$ cat config.mk
export PLATFORM = sky130hd
export DESIGN_NAME = arbitro_memoria_dados
export DESIGN_NICKNAME = d
export VERILOG_FILES = /design/src/rtl/arbitro_memoria_dados.sv
export SDC_FILE = /design/constraint.sdc
export NUM_CORES = 1
export LEC_CHECK = 0
export BUFFER_PORTS_ARGS = -buffer_cell sky130_fd_sc_hd__buf_4
export CELL_PAD_IN_SITES_DETAIL_PLACEMENT = 1
export CELL_PAD_IN_SITES_GLOBAL_PLACEMENT = 1
export CORE_MARGIN = 1
export CORE_UTILIZATION = 31
export DETAILED_ROUTE_END_ITERATION = 7
export GPL_TIMING_DRIVEN = 0
export PLACE_DENSITY = 0.85
export SLEW_MARGIN = 0
export SYNTH_ARGS = -nofsm -noshare
export SYNTH_HDL_FRONTEND = slang
export SYNTH_SLANG_ARGS = --single-unit
$ cat constraint.sdc
create_clock -name Clock -period 1.55 [get_ports Clock]
set_input_delay 0.0775 -clock Clock [delete_from_list [all_inputs] [get_ports Clock]]
set_output_delay 0.0775 -clock Clock [all_outputs]
set_load 0.1 [all_outputs]
$ cat src/rtl/arbitro_memoria_dados.sv
// Two-requester round-robin arbiter/sequencer for the single-port 16x16 data memory.
// Port A is the processor load/store path, port B the secondary master (debug/DMA).
// One transaction at a time: IDLE -> ACCESS -> READ -> DONE, with a one-cycle ack.
module arbitro_memoria_dados #(
    parameter int unsigned ADDR_WIDTH = 4,
    parameter int unsigned DATA_WIDTH = 16
) (
    input  logic                  Clock,
    input  logic                  Reset,
    // port A
    input  logic                  req_a,
    input  logic                  we_a,
    input  logic [ADDR_WIDTH-1:0] addr_a,
    input  logic [DATA_WIDTH-1:0] wdata_a,
    output logic                  ack_a,
    output logic [DATA_WIDTH-1:0] rdata_a,
    // port B
    input  logic                  req_b,
    input  logic                  we_b,
    input  logic [ADDR_WIDTH-1:0] addr_b,
    input  logic [DATA_WIDTH-1:0] wdata_b,
    output logic                  ack_b,
    output logic [DATA_WIDTH-1:0] rdata_b,
    // memory pins
    output logic                  mem_wren,
    output logic [ADDR_WIDTH-1:0] mem_address,
    output logic [DATA_WIDTH-1:0] mem_din,
    input  logic [DATA_WIDTH-1:0] mem_q,
    // status
    output logic                  busy,
    output logic                  grant_b
);

    typedef enum logic [1:0] {
        IDLE   = 2'd0,
        ACCESS = 2'd1,
        READ   = 2'd2,
        DONE   = 2'd3
    } state_e;

    state_e                  state_q, state_d;
    logic                    wren_q, wren_d;
    logic [ADDR_WIDTH-1:0]   addr_q, addr_d;
    logic [DATA_WIDTH-1:0]   din_q, din_d;
    logic                    grant_b_q, grant_b_d;
    logic                    ack_a_q, ack_a_d;
    logic                    ack_b_q, ack_b_d;
    logic [DATA_WIDTH-1:0]   rdata_a_q, rdata_a_d;
    logic [DATA_WIDTH-1:0]   rdata_b_q, rdata_b_d;
    logic                    busy_q, busy_d;
    logic                    win_b;

    // Next-state and registered-output computation
    always_comb begin
        state_d   = state_q;
        wren_d    = wren_q;
        addr_d    = addr_q;
        din_d     = din_q;
        grant_b_d = grant_b_q;
        ack_a_d   = 1'b0;
        ack_b_d   = 1'b0;
        rdata_a_d = rdata_a_q;
        rdata_b_d = rdata_b_q;
        // B wins when it is the sole requester, or on a tie when A owned the last grant
        win_b     = req_b && (!req_a || !grant_b_q);

        case (state_q)
            IDLE: begin
                wren_d = 1'b0;
                if (req_a || req_b) begin
                    wren_d    = win_b ? we_b    : we_a;
                    addr_d    = win_b ? addr_b  : addr_a;
                    din_d     = win_b ? wdata_b : wdata_a;
                    grant_b_d = win_b;
                    state_d   = ACCESS;
                end
            end
            ACCESS: begin
                // memory samples the pins at this edge; keep the write strobe to one cycle
                wren_d  = 1'b0;
                state_d = READ;
            end
            READ: begin
                if (grant_b_q) begin
                    rdata_b_d = mem_q;
                    ack_b_d   = 1'b1;
                end else begin
                    rdata_a_d = mem_q;
                    ack_a_d   = 1'b1;
                end
                state_d = DONE;
            end
            DONE: begin
                state_d = IDLE;
            end
            default: begin
                state_d = IDLE;
            end
        endcase

        busy_d = (state_d != IDLE);
    end

    // State and output registers with synchronous reset
    always_ff @(posedge Clock) begin
        if (Reset) begin
            state_q   <= IDLE;
            wren_q    <= 1'b0;
            addr_q    <= '0;
            din_q     <= '0;
            grant_b_q <= 1'b1;
            ack_a_q   <= 1'b0;
            ack_b_q   <= 1'b0;
            rdata_a_q <= '0;
            rdata_b_q <= '0;
            busy_q    <= 1'b0;
        end else begin
            state_q   <= state_d;
            wren_q    <= wren_d;
            addr_q    <= addr_d;
            din_q     <= din_d;
            grant_b_q <= grant_b_d;
            ack_a_q   <= ack_a_d;
            ack_b_q   <= ack_b_d;
            rdata_a_q <= rdata_a_d;
            rdata_b_q <= rdata_b_d;
            busy_q    <= busy_d;
        end
    end

    assign mem_wren    = wren_q;
    assign mem_address = addr_q;
    assign mem_din     = din_q;
    assign grant_b     = grant_b_q;
    assign ack_a       = ack_a_q;
    assign ack_b       = ack_b_q;
    assign rdata_a     = rdata_a_q;
    assign rdata_b     = rdata_b_q;
    assign busy        = busy_q;

endmodule
==> results.md, run 1 <==
- Seq pwr share: 25.3%
- Starting density of the core: 32.0%
- Status: finished, final reports clean
- Critical Path Fanout Max: 10
- Clock power frac: 21.1%
- Switch Pwr: 4.20 mW
- DRT iter0 DRCs: 44
- Seq/Total Area, Yosys: 50.8%
- Switching share of total power: 51.2%
- Ys Warns: 0
- Syn Inst Count: 287
- Placed insts: 503
- Relative slew slack: 65.3%
- Hold Path Class: input port to flop
- Core Box Area: 7250 um^2
- Ys async rst share: 0%
- 1st-pass router iterations: 4
- Final instance area: 3650 um^2
- Area of the mapped netlist: 2320 um^2
- Fin crit share: 96.7%
- RSZ-0062 raised after global routing: yes
- Gpl congestion: 0.726
- Fin crit period: 1.50 ns
- Combinational Power Share: 53.6%
- Area Growth Syn to Fin: 57.2%
- #FFs+latches synth: 59
- Skew final: 0.00622 ns
- Post-Synth Adder-Cell Area: 1.62%
- CTS Sinks: 59
- CTS tree: yes
- Final antenna diode count: 0
- Power Density: 2240 nW/um^2
- Htree depth: 3
- Clk pin slew, worst setup/hold paths: 0.07 ns
- Synth area leaders: dfxtp_1, nand2_1, a21oi_1
- Antenna violation net count after detailed routing: 0
- Xor-xnor portion of the synthesized cell area: 0%
- Peak supply drop: 0.00118 V
- Global-route wire length before repair: 12400 um
- GRT Total Usage: 20.8%
- Min setup slack post-route: 0.0510 ns
- # setup viols final: 0
- Final core utilization: 50.4%
- Routed vias: 2481
- Via/cell ratio: 4.72
- Worst slew pin tran: 0.520 ns
- Chip Height: 88.6 um
- Fmax: 0.667 GHz
- Synth top area share: 50.8%
- Setup_tns: 0 ns
- Number of flops mapped to enable cells by yosys: 0
- Net count after synthesis: 352
- Synth Flop Type: dfxtp_1
- Die Area: 7850 um^2
- # rows: 31
- Place WS: -0.0376 ns
- Top cells by instance count after synthesis: nand2_1, dfxtp_1, a21oi_1
- Final Non-Filler Cells: 526
- Compound-Gate Fraction of Synth Area: 18.5%
- Yosys top cell by area: dfxtp_1
- Max cap viols: 0
- CTS Buffer Depth: 2
- Nature of the critical path startpoint: flop
- # fillers: 903
- Critical Path AT: 1.73 ns
- DRT Wirelength: 7820 um
- Final hold vios: 0
- Max Transition Viols Final: 0
- Avg Cell Area, Syn: 8.10 um^2
- Share of cells above drive strength 1: 37.2%
- Fin nets: 487
- # DRC: 0
- # IOs: 119
- CTS buffer count: 9
- Root buf cell: clkbuf_8
- Simple-gate share of the synthesized area: 23.2%
- Worst EP required: 1.79 ns
- Multiplexer share of the synthesized area: 0%
- Setup Crit Path Kind: flop to flop
- Combinational family with the most area after synthesis: simple AND/OR/NAND/NOR gates
- DP HPWL: 5800 um
- Overflow after GRT: 0
- Worst setup EP type: flop
- Die W: 88.6 um
- Int Pwr: 4.00 mW
- Antenna violations before repair: 0
- WL/cell: 14.9 um
- Vias in the first global route: 2622
- Most instantiated library cell after synthesis: nand2_1
- Area of placed instances: 3330 um^2
- Post-synthesis cell type count: 24
- Leakage: 1.61 nW
- Clk_lat worst skew: 0.33 ns
- Port Buffers: 117
- Largest net degree at the start of global routing: 11
-- power groups by stage --
stage / clock [mW] / combinational (mW) / sequential (mW)
after detailed placement: 0 / 4.37 / 2.11
after global placement: 0 / 4.29 / 2.09
after global routing: 1.82 / 4.60 / 2.12
after CTS: 1.76 / 4.41 / 2.08
final: 1.73 / 4.40 / 2.08
after floorplan: 0 / 1.00 / 4.47
-- placed cells by master, fill, tap and decap left out, drive strengths merged, types with 2 or more instances in the layout --
cell type and n:
nand2 106, a311oi 20, dfxtp 59, nor2 25, a31oi 2, inv 3, buf 133, a21oi 34
ha 3, o21ai 2, dlygate4sd3 7, bufinv 3, clkbuf 19
-- layer usage --
metal	GRT usage, %	wire (um)	up-vias
met3	5.22	496	12
met5	0	0	-
met4	8.50	129	0
met2	37.7	4000	90
li1	-	-	1216
met1	23.1	3190	1163
-- critical path, cell delays in order (launching register included) --
cell	delay, ns
dfxtp_1	0.33
inv_1	0.08
ha_2	0.25
o21a_2	0.20
clkbuf_4	0.21
nor2_1	0.06
a311oi_1	0.27
-- through the flow --
step,hold slack (ns),power (mW)
final,0.00996,8.20
after detailed placement,0.348,6.48
after CTS,0.000306,8.25
after global placement,0.335,6.38
after global routing,0.0122,8.54
after floorplan,0.213,5.48
-- flip-flops by register name, summed over array words and instances (netlist names) --
register     count
mem_address      4
busy             1
ack_b            1
rdata_a         16
rdata_b         16
grant_b          1
ack_a            1
mem_wren         1
state_q          2
mem_din         16
-- cells by family (layout without fill, tap and decap cells) --
group / count (synthesis) / count (layout)
flops: 59 / 59
simple gates: 138 / 138
compound gates: 61 / 61
fa+ha+maj: 3 / 3
buf+inv: 26 / 166
-- repair_timing --
item | 4_1_cts | 5_1_grt
pin swaps | 0 | 0
cloned | 0 | 0
endpoints found under the setup margin | 5 | 28
gates resized for setup | 2 | 2
hold endpoints to repair | 9 | 0
hold buffers | 7 | 0
setup buffers | 0 | 0
-- final timing paths --
check / from / cells past startpoint / to / slack (ns)
worst max-delay path: state_q[0] / 6 / mem_din[12] / 0.05
worst min-delay path: mem_q[0] / 3 / rdata_b[0] / 0.01
worst max register to register: state_q[0] / 6 / mem_din[12] / 0.05
worst min register to register: rdata_b[14] / 2 / rdata_b[14] / 0.46
-- final cells by class --
cell class | instances | area [um^2] | share of cell area [%]
inverters | 3 | 11.3 | 0.308
repair buffers | 124 | 948 | 26.0
clock inverters | 4 | 97.6 | 2.67
well taps | 99 | 124 | 3.39
clock buffers | 12 | 145 | 3.97
plain buffers | 23 | 131 | 3.60
multi-input cells | 202 | 1010 | 27.7
flip-flops and latches | 59 | 1180 | 32.4
(Power assumes the default switching activity.)
==> run 2: changes to the inputs <==
--- a/config.mk
+++ b/config.mk
@@ -12,6 +12,7 @@
 export CORE_UTILIZATION = 31
 export DETAILED_ROUTE_END_ITERATION = 7
 export GPL_TIMING_DRIVEN = 0
+export HOLD_SLACK_MARGIN = 0.12
 export PLACE_DENSITY = 0.85
 export SLEW_MARGIN = 0
 export SYNTH_ARGS = -nofsm -noshare
==> run 2 against run 1 <==
Die area did not move. Global-route usage rose by 5.0 points. First-iteration DRC count fell by 11%. Hold slack improved by 0.17 ns. Maximum frequency fell by 1.6%. Sequential share of layout area fell by 4.3 points. Setup slack got worse by 0.024 ns. Design area rose by 15%. Core utilization rose by 7.6 points. Count of clock-buffer cells in the layout did not move. Largest cell class is now buffers.
==> results.md, run 2 (synthesized netlist as in run 1, its figures left out) <==
- CP top delay family: compound AO/OA/AOI/OAI gates (unchanged)
- Power Density: 2010 nW/um^2 (was 2240 nW/um^2)
- Max Transition Viols Final: 0 (unchanged)
- Relative slew slack: 61.8% (was 65.3%)
- Reg2reg start: state_q[0] (unchanged)
- Worst reg2reg endpoint: mem_din[7] (was mem_din[12])
- Htree depth: 3 (unchanged)
- Chip Height: 88.6 um (unchanged)
- Multi-input gate area: 1040 um^2 (was 1010 um^2)
- Critical path's slowest cell: dfxtp_1 (unchanged)
- # rows: 31 (unchanged)
- Fin crit period: 1.52 ns (was 1.50 ns)
- Share of cells above drive strength 1: 34.2% (was 37.2%)
- CTS buffer count: 9 (unchanged)
- # fillers: 863 (was 903)
- Worst setup EP type: flop (unchanged)
- Worst slew pin tran: 0.572 ns (was 0.520 ns)
- DP HPWL: 5800 um (unchanged)
- Worst setup startpoint: state_q[0] (unchanged)
- Gpl congestion: 0.726 (unchanged)
- Via/cell ratio: 4.80 (was 4.72)
- Critical Path AT: 1.76 ns (was 1.73 ns)
- Setup Crit Path Kind: flop to flop (unchanged)
- DRT iter0 DRCs: 39 (was 44)
- Nature of the critical path startpoint: flop (unchanged)
- Final antenna diode count: 0 (unchanged)
- CTS Sinks: 59 (unchanged)
- Antenna violations before repair: 0 (unchanged)
- Final hold vios: 0 (unchanged)
- Max cap viols: 0 (unchanged)
- Clk_lat worst skew: 0.34 ns (was 0.33 ns)
- Status: finished, final reports clean (unchanged)
- CP Depth: 6 (unchanged)
- CP cell instances: inv_1 > ha_2 > o21a_2 > buf_4 > nor2_1 > a311oi_1 (was inv_1 > ha_2 > o21a_2 > clkbuf_4 > nor2_1 > a311oi_1)
- Clk pin slew, worst setup/hold paths: 0.07 ns (about the same)
- Critical path endpoint: mem_din[7] (was mem_din[12])
- Peak supply drop: 0.00120 V (was 0.00118 V)
- Worst Path Buf+Inv: 2 (unchanged)
- Die W: 88.6 um (unchanged)
- Skew final: 0.00805 ns (was 0.00622 ns)
- Vias in the first global route: 3143 (was 2622)
- # setup viols final: 0 (unchanged)
- Root buf cell: clkbuf_8 (unchanged)
- Critical Path Fanout Max: 10 (unchanged)
- Fmax: 0.657 GHz (was 0.667 GHz)
- CTS tree: yes (unchanged)
- Routed vias: 2776 (was 2481)
- Register area: 1180 um^2 (unchanged)
- Port Buffers: 117 (unchanged)
- Final core utilization: 58.0% (was 50.4%)
- Final Non-Filler Cells: 578 (was 526)
- Fin nets: 539 (was 487)
- Largest net degree at the start of global routing: 11 (unchanged)
- GRT Total Usage: 25.8% (was 20.8%)
- Most frequent cells in the layout: buf_4, nand2_1, dlygate4sd3_1, dfxtp_1, a21oi_1 (was buf_4, nand2_1, dfxtp_1, a21oi_1, nor2_1)
- RSZ-0062 raised after global routing: yes (unchanged)
- Antenna violation net count after detailed routing: 0 (unchanged)
- 1st-pass router iterations: 4 (unchanged)
- Leakage: 1.83 nW (was 1.61 nW)
- Starting density of the core: 32.0% (unchanged)
- CTS Buffer Depth: 2 (unchanged)
- WL/cell: 17.3 um (was 14.9 um)
- Core Box Area: 7250 um^2 (unchanged)
- # DRC: 0 (unchanged)
- Hold Path Class: input port to flop (unchanged)
- Highest cell delay on the worst timing path: 0.32 ns (was 0.33 ns)
- Overflow after GRT: 0 (unchanged)
- Global-route wire length before repair: 15000 um (was 12400 um)
- Setup_tns: 0 ns (unchanged)
- Worst EP required: 1.78 ns (was 1.79 ns)
- Worst R2R Setup Slack: 0.03 ns (was 0.05 ns)
- R2R depth: 6 (unchanged)
- DRT Wirelength: 9990 um (was 7820 um)
- # IOs: 119 (unchanged)
- Placed insts: 503 (unchanged)
- Most common cell after layout, fill and taps aside: buf_4 (unchanged)
- Area Growth Syn to Fin: 81.0% (was 57.2%)
- Die Area: 7850 um^2 (unchanged)
- Fin crit share: 98.3% (was 96.7%)
==> run 2: cell types whose count changed in the layout (fill, tap and decap cells not counted) <==
cell,before,now
a311oi_1,15,10
a311oi_2,5,10
dlygate4sd3_1,7,59
==> run 2: area by class of cell <==
type | instances | share of cell area [%]
timing repair buffer | 176 | 34.9
buffer | 23 | 3.12
clock buffer | 12 | 3.45
multi-input combinational | 202 | 24.8
inverter | 3 | 0.268
clock inverter | 4 | 2.32
sequential | 59 | 28.2
tap | 99 | 2.95
==> run 2: stage by stage <==
step | cell area [um^2] | hold slack (ns) | power [mW] | worst slack, ns
finish | 4210 | 0.178 | 8.46 | 0.0271
global route | 4210 | 0.188 | 8.79 | -0.0656
CTS | 4170 | 0.166 | 8.35 | 0.0109
detailed placement | 3330 | 0.348 | 6.48 | -0.0376
global placement | 3330 | 0.335 | 6.38 | 0.0820
floorplan | 2330 | 0.213 | 5.48 | 0.119
==> run 2: repair_timing <==
item,CTS,global route
resized for setup,2,7
setup buffers,0,0
endpoints found under the hold margin,53,0
hold buffers,59,0
endpoints found under the setup margin,5,31
==> run 2: worst reg2reg max path, stage by stage, from the launching register on <==
cell	delay [ns]
dfxtp_1	0.32
inv_1	0.08
ha_2	0.24
o21a_2	0.21
buf_4	0.21
nor2_1	0.09
a311oi_1	0.27
==> run 2: worst min path at each step <==
stage	from	end	depth (start not counted)
after floorplan	mem_q[1]	rdata_a[1]	2
after global placement	mem_q[0]	rdata_b[0]	3
after detailed placement	mem_q[9]	rdata_a[9]	3
after CTS	req_b	grant_b	4
after global routing	req_b	state_q[0]	4
final	req_b	state_q[0]	4
==> run 2: per-layer routing <==
layer | wire length [um] | vias to the layer above | GRT usage, % | share of wire (%)
met5 | 0 | - | 0 | 0
met3 | 592 | 21 | 6.81 | 5.9
met1 | 3700 | 1317 | 25.2 | 37
li1 | - | 1325 | - | -
met2 | 5480 | 113 | 50.5 | 55
met4 | 215 | 0 | 11.4 | 2.2
==> run 2: power breakdown <==
| group | switching, mW | internal [mW] | leakage [nW] | total, mW |
|---|---|---|---|---|
| logic | 3.51 | 1.11 | 1.23 | 4.63 |
| clock network | 0.617 | 1.11 | 0.117 | 1.73 |
| registers | 0.220 | 1.88 | 0.483 | 2.10 |
| total | 4.35 | 4.11 | 1.83 | 8.46 |
